--- src/rtl/branch_predictor.sv ---
// Next-PC predictor: direct-mapped BTB plus a 2-bit PHT indexed bimodally or by gshare.
// Lookup is combinational on the fetch PC; resolved EX results update state on the rising edge.
module branch_predictor #(
    parameter int BTB_ENTRIES = 32,
    parameter int HIST_BITS   = 5,
    parameter int MODE        = 2,
    parameter int CNT_W       = 32
) (
    input  logic             clk,
    input  logic             reset,
    input  logic [31:0]      lookup_pc,
    output logic             pred_taken,
    output logic [31:0]      pred_target,
    input  logic             upd_valid,
    input  logic             upd_is_branch,
    input  logic             upd_is_jump,
    input  logic [31:0]      upd_pc,
    input  logic             upd_taken,
    input  logic [31:0]      upd_target,
    input  logic             upd_pred_taken,
    input  logic [31:0]      upd_pred_target,
    output logic             upd_mispredict,
    output logic [CNT_W-1:0] branch_cnt,
    output logic [CNT_W-1:0] mispred_cnt
);

    localparam int IDX_W = $clog2(BTB_ENTRIES);
    localparam int TAG_W = 30 - IDX_W;
    localparam int PHT_N = 1 << HIST_BITS;

    logic [BTB_ENTRIES-1:0] btb_valid;
    logic [BTB_ENTRIES-1:0] btb_jump;
    logic [TAG_W-1:0]       btb_tag    [BTB_ENTRIES];
    logic [31:0]            btb_target [BTB_ENTRIES];
    logic [1:0]             pht        [PHT_N];
    logic [HIST_BITS-1:0]   ghr;

    function automatic logic [IDX_W-1:0] idx_of(input logic [31:0] pc);
        return pc[IDX_W+1:2];
    endfunction

    function automatic logic [TAG_W-1:0] tag_of(input logic [31:0] pc);
        return pc[31:IDX_W+2];
    endfunction

    function automatic logic [HIST_BITS-1:0] pht_idx(input logic [31:0] pc,
                                                     input logic [HIST_BITS-1:0] hist);
        if (MODE == 2) return pc[HIST_BITS+1:2] ^ hist;
        return pc[HIST_BITS+1:2];
    endfunction

    function automatic logic [1:0] sat_ctr(input logic [1:0] c, input logic up);
        if (up) return (c == 2'b11) ? c : c + 2'd1;
        return (c == 2'b00) ? c : c - 2'd1;
    endfunction

    function automatic logic [CNT_W-1:0] sat_inc(input logic [CNT_W-1:0] c);
        return (&c) ? c : c + CNT_W'(1);
    endfunction

    // Shift form works for every width, including a single history bit.
    function automatic logic [HIST_BITS-1:0] ghr_next(input logic [HIST_BITS-1:0] h,
                                                      input logic t);
        return (h << 1) | HIST_BITS'(t);
    endfunction

    logic [IDX_W-1:0]     l_idx;
    logic                 l_hit;
    logic [HIST_BITS-1:0] l_pidx;
    logic [IDX_W-1:0]     u_idx;
    logic [HIST_BITS-1:0] u_pidx;
    logic                 btb_we;
    logic                 pht_we;
    logic                 unused_lsb;

    assign l_idx  = idx_of(lookup_pc);
    assign l_hit  = btb_valid[l_idx] && (btb_tag[l_idx] == tag_of(lookup_pc));
    assign l_pidx = pht_idx(lookup_pc, ghr);

    assign pred_taken  = (MODE != 0) && l_hit && (btb_jump[l_idx] || pht[l_pidx][1]);
    assign pred_target = pred_taken ? btb_target[l_idx] : lookup_pc + 32'd4;

    assign upd_mispredict = upd_valid && ((upd_pred_taken != upd_taken) ||
                                          (upd_taken && (upd_pred_target != upd_target)));

    assign u_idx  = idx_of(upd_pc);
    assign u_pidx = pht_idx(upd_pc, ghr);
    assign btb_we = (MODE != 0) && upd_valid && upd_taken && (upd_is_branch || upd_is_jump);
    assign pht_we = (MODE != 0) && upd_valid && upd_is_branch;

    assign unused_lsb = &{1'b0, upd_pc[1:0]};

    always_ff @(posedge clk or negedge reset) begin
        if (!reset) begin
            btb_valid   <= '0;
            ghr         <= '0;
            branch_cnt  <= '0;
            mispred_cnt <= '0;
            for (int i = 0; i < PHT_N; i++) pht[i] <= 2'b01;
        end else begin
            if (btb_we) btb_valid[u_idx] <= 1'b1;
            if (pht_we) begin
                pht[u_pidx] <= sat_ctr(pht[u_pidx], upd_taken);
                ghr         <= ghr_next(ghr, upd_taken);
            end
            if (upd_valid)      branch_cnt  <= sat_inc(branch_cnt);
            if (upd_mispredict) mispred_cnt <= sat_inc(mispred_cnt);
        end
    end

    // Entry payload is qualified by btb_valid, so it carries no reset.
    always_ff @(posedge clk) begin
        if (btb_we) begin
            btb_tag[u_idx]    <= tag_of(upd_pc);
            btb_target[u_idx] <= upd_target;
            btb_jump[u_idx]   <= upd_is_jump;
        end
    end

endmodule
--- config.mk ---
export PLATFORM = sky130hd
export DESIGN_NAME = branch_predictor
export DESIGN_NICKNAME = d
export VERILOG_FILES = /design/src/rtl/branch_predictor.sv
export SDC_FILE = /design/constraint.sdc
export NUM_CORES = 2
export LEC_CHECK = 0
export BUFFER_PORTS_ARGS = -buffer_cell sky130_fd_sc_hd__buf_2
export CAP_MARGIN = 10
export CORE_MARGIN = 3
export CORE_UTILIZATION = 55
export DETAILED_ROUTE_END_ITERATION = 8
export PLACE_DENSITY = 0.75
export SYNTH_ARGS = -nofsm -noshare
export SYNTH_HDL_FRONTEND = slang
export SYNTH_SLANG_ARGS = --single-unit
--- constraint.sdc ---
create_clock -name clk -period 4.8 [get_ports clk]
set_clock_uncertainty 0.15 [all_clocks]
set_input_delay 0.96 -clock clk [delete_from_list [all_inputs] [get_ports clk]]
set_output_delay 0.96 -clock clk [all_outputs]
set_load 0.01 [all_outputs]
======== After elaboration in Yosys (flattened, before gate mapping) ========
Memories as Yosys holds them, arrays and structs flattened.
Index checks and enable logic that the tools add are counted.
W data, S select, Z words.
word-level totals
  register bits ........................... 197
  RAM bits ................................ 1824
  input port bits ......................... 135
  output and inout bits ................... 98
  memories kept ........................... 2
memories
  memory      words  width  read ports  clocked after memory_dff  write ports  RTL line  RTL
  btb_target  32     32     1           0                         1            34        logic [31:0] btb_target [BTB_ENTRIES];
  btb_tag     32     25     1           0                         1            33        logic [TAG_W-1:0] btb_tag [BTB_ENTRIES];
cells by class
  $add $sub $neg .......................... 5
  order comparisons ....................... 6
  equal/unequal tests ..................... 4
  multiplexer cells ....................... 26
  bitwise operators ....................... 8
  reduce and logical (&&, ||, !) cells .... 17
operators with widths
  operator                 count
  $add A32 B1 Y32 const B  2
  $bwmux W64               1
  $reduce_and A32 Y1       2
  $add A32 B3 Y32 const B  1
  $bwmux W32               1
  $mux W32                 1
  $ne A32 B32 Y1           1
  $or A32 B32 Y32          1
  $eq A25 B25 Y1           1
  $bmux W2 S5              2
  $mux W2                  10
  $ge A6 B6 Y1 const B     2
  $lt A5 B6 Y1 const B     2
  $not A5 Y6               2
  $bmux W1 S5              2
  $demux W2 S5             1
  $xor A5 B5 Y5            2
  $logic_and A1 B1 Y1      9
  $mux W1                  7
  $lt A6 B1 Y1 const B     1
  $demux W1 S5             1
  $ge A5 B1 Y1 const B     1
  $or A5 B1 Y5             1
  $reduce_and A2 Y1        2
  7 further kinds          10

======== Depth between registers and ports, before layout ========
  depth after elaboration ................. 11
  depth in mapped cells ................... 17
  depth with buffers taken out ............ 10

======== Worst setup path after synthesis ========
OpenSTA, ideal clock, no wires.
  path kind ............................... input-to-output
  start ................................... input port lookup_pc[2]
  end ..................................... output port pred_target[7]
  arrival time ............................ 3.962 ns
  required time ........................... 3.690 ns
  slack ................................... -0.272 ns
  stages on the path ...................... 15
  cells stage by stage .................... buf_6 -> buf_6 -> buf_6 -> buf_6 -> mux2_2 -> a221oi_1 -> o211ai_1 -> a21o_1 -> a32oi_1 -> nand4_1 -> nor4_2 -> and3_1 -> buf_6 -> mux2_1 -> o211a_1
on the way
  longest elaborated chain between the ends .. 8
  elaborated cells on any way between the ends .. 17
ends and longest elaborated chain
  element                                                  RTL line  RTL
  start, declared                                          11        input logic [31:0] lookup_pc,
  branches (longest 7 deep; another with $mem_v2 Z32 W25)  n/a
  $mux W32 *                                               81        assign pred_target = pred_taken ? btb_target[l_idx] : lookup_pc + 32'd4;
  end, declared                                            13        output logic [31:0] pred_target,
Every way passes the cells marked *. The select of a mux whose other input is x is not followed.

======== Worst setup path in the final report ========
  start ................................... input port lookup_pc[5]
  end ..................................... output port pred_target[6]
Same word-level chain as after synthesis.

==> results.toml <==
[critical_path]
crit_path_max_incr_delay_ps = 470
end_kind = "output port"
path_cells = "buf_2, buf_8, buf_12, or3b_2, o22ai_2, a31o_2, nor4_1, nor4b_4, nand4_1, buf_6, nor4_4, and3_4, buf_12, buf_16, a21oi_2, mux2i_2, buf_2"
crit_required_ps = 3690
crit_buf_inv = 7
crit_arrival_ps = 4450
cpLargestDelayFamily = "simple AND/OR/NAND/NOR gates"
worst_setup_path_start_kind = "input pin"
crit_slowest_cell = "or3b_2"
critPathKind = "input pin to output port"
worst-path-max-fanout = 13

[logic_synthesis]
ys.flop_type = "edfxtp_1"
ys_top_cells_by_count = "edfxtp_1, mux4_2, mux2i_1"
ys.warnings.count = 0
yosysSeqAreaShare_pct = 75.0
yosysTopAreaCell = "edfxtp_1"
synth_cell_type_count = 73
synthCells = 3768
yosysMostFrequentCell = "edfxtp_1"
synth_area_per_cell_um2 = 21.2
netlist_top_cells_area = "edfxtp_1, mux4_2, dfrtp_1"
synth_nets = 3906
netlist.area_leader.share_pct = 69.8
synth_edf_count = 1856
ys_ff_latch = 2021
synth_area_um2 = 79900
synthArstFlopShare_pct = 8.16

[timing]
finalSetupViolCount = 33
tightest_slew_ps = 1160
setup_tns_ps = -21320
fmaxAchievable_mhz = 180
relSlewSlack_pct = 22.8
hold_violations = 0
maxSlewViolCount = 0
fin_crit_sh_pct = 116
rsz0062_at_grt = "true"
fin_ws_ps = -763
worst_hold_slack_ps = 142
period_minus_slack_ps = 5560

[clock_tree]
cts_buffer_depth = 3
cts_hold_buf = 0
clock_latency_ps = 810
clock-sinks = 2021
cts_buffers = 192
htreeDepth = 4
cts_tree = "yes"
clockRootBuffer = "clkbuf_16"
path_clk_slew_ps = 60

[power]
power_density_nw_per_um2 = 407
leakage_nw = 31.6
vdd_drop_max_uv = 314

[grt]
grt_pass1_vias = 42965
grt_overflow = 0
grt_pass1_wl_um = 309000
grt_max_degree = 111
grt_antenna_before_repair = 16
track_usage_pct = 28.9

[layout]
finalInstanceArea_um2 = 93700
drive_gt1_share_pct = 37.3
area_delta_synth_final_pct = 17.4
nNetsFinal = 4536
utilization_pct = 65.2

[job]
cap_violations = 0

[routing]
viasPerCell = 6.62
first_pass_iters = 5
ant_nets = 0
wire_per_inst_um = 33.4
drtIter0Drc = 5396
drt-total-wl_um = 216000
drcViolationCount = 0
via_count = 42794

[placed_design]
pre_cts_slack_ps = -1210
placed_cell_area_um2 = 86100
port_buffers = 230
gp_congestion = 0.852
dp_hpwl_um = 119000

[floorplanning]
num_io_pins = 233
dieArea_um2 = 150000
coreArea_um2 = 144000
die_x_um = 387
die_h_um = 387
initial_core_util_pct = 55.5
row_count = 139

[hold_path]
hp-class = "input pin to async pin"

[status]
violations = "negative setup slack"
status = "finished with violations"
through the flow:
stage                     cells  power (mW)
after floorplan            3768        21.8
after global placement     6065        23.1
after detailed placement   6065        23.1
after CTS                  6445        38.2
after global routing       6462        39.2
final                      6467        38.1
power breakdown:
part / switching, mW / total [mW] / internal, mW
clock: 6.49 / 15.2 / 8.72
combinational: 1.70 / 3.09 / 1.39
sequential: 0.216 / 19.8 / 19.6
cells by family after synthesis:
family                   count (synthesis)  synth area share [%]
buffers and inverters                  198                  1.28
AND/OR/NAND/NOR                        445                  2.75
AO/OA/AOI/OAI                          218                  1.94
XOR/XNOR                               147                  1.65
flip-flops                            2021                  75.0
multiplexers                           734                  17.3
adder cells (fa/ha/maj)                  5                0.0721
area by class of cell:
type,instances,area (um^2)
Inverter,16,70.1
Clock inverter,111,1150
Clock buffer,242,5180
Sequential cell,2021,59900
Multi-Input combinational cell,1549,19700
Antenna cell,7,17.5
Timing Repair Buffer,618,5300
Tap cell,1903,2380
Fill cell,9006,50100
sequential cells by signal, summed over array words and instances (netlist names):
register and flops:
mispred_cnt 32, btb_valid 32, btb_jump 32, pht 64
branch_cnt 32, btb_target 1024, ghr 5, btb_tag 800
what timing repair did:
action                                  4_1_cts  5_1_grt
endpoints found under the setup margin       33       33
buffers inserted                             22       14
pin swaps                                    13       22
gates resized for setup                      87       76
gates cloned                                  5        3
cells in the final DEF, fill, tap and decap left out, types with 35 or more instances in the layout:
| master | instances |
|---|---|
| buf_2 | 218 |
| edfxtp_1 | 1856 |
| mux2_2 | 90 |
| nor2_1 | 56 |
| buf_12 | 66 |
| nand3_1 | 39 |
| buf_4 | 294 |
| clkinv_1 | 47 |
| xor2_1 | 65 |
| clkbuf_16 | 199 |
| nor2_4 | 44 |
| xnor2_1 | 77 |
| dfrtp_1 | 132 |
| clkbuf_1 | 36 |
| mux2i_1 | 132 |
| nand2_1 | 129 |
| mux4_2 | 507 |
| or2_2 | 35 |
final timing paths:
check,depth (start not counted),to,start,slack [ps]
worst max-delay path,17,pred_target[6],lookup_pc[5],-760
worst min-delay path,1,branch_cnt[1],reset,140
worst max register to register,9,pht[45],ghr[0],1040
worst min register to register,1,btb_valid[15],btb_valid[15],310
max in group asynchronous,2,pht[18],reset,3430
min in group clk,1,btb_valid[15],btb_valid[15],310
layer usage:
| layer | track usage [%] | up-vias | part of all wire, % |
|---|---|---|---|
| li1 | - | 16915 | - |
| met1 | 41.2 | 22571 | 37 |
| met2 | 44.6 | 2829 | 47 |
| met3 | 7.17 | 473 | 12 |
| met4 | 9.68 | 6 | 3.4 |
| met5 | 0 | - | 0.020 |
(Power assumes the default switching activity.)
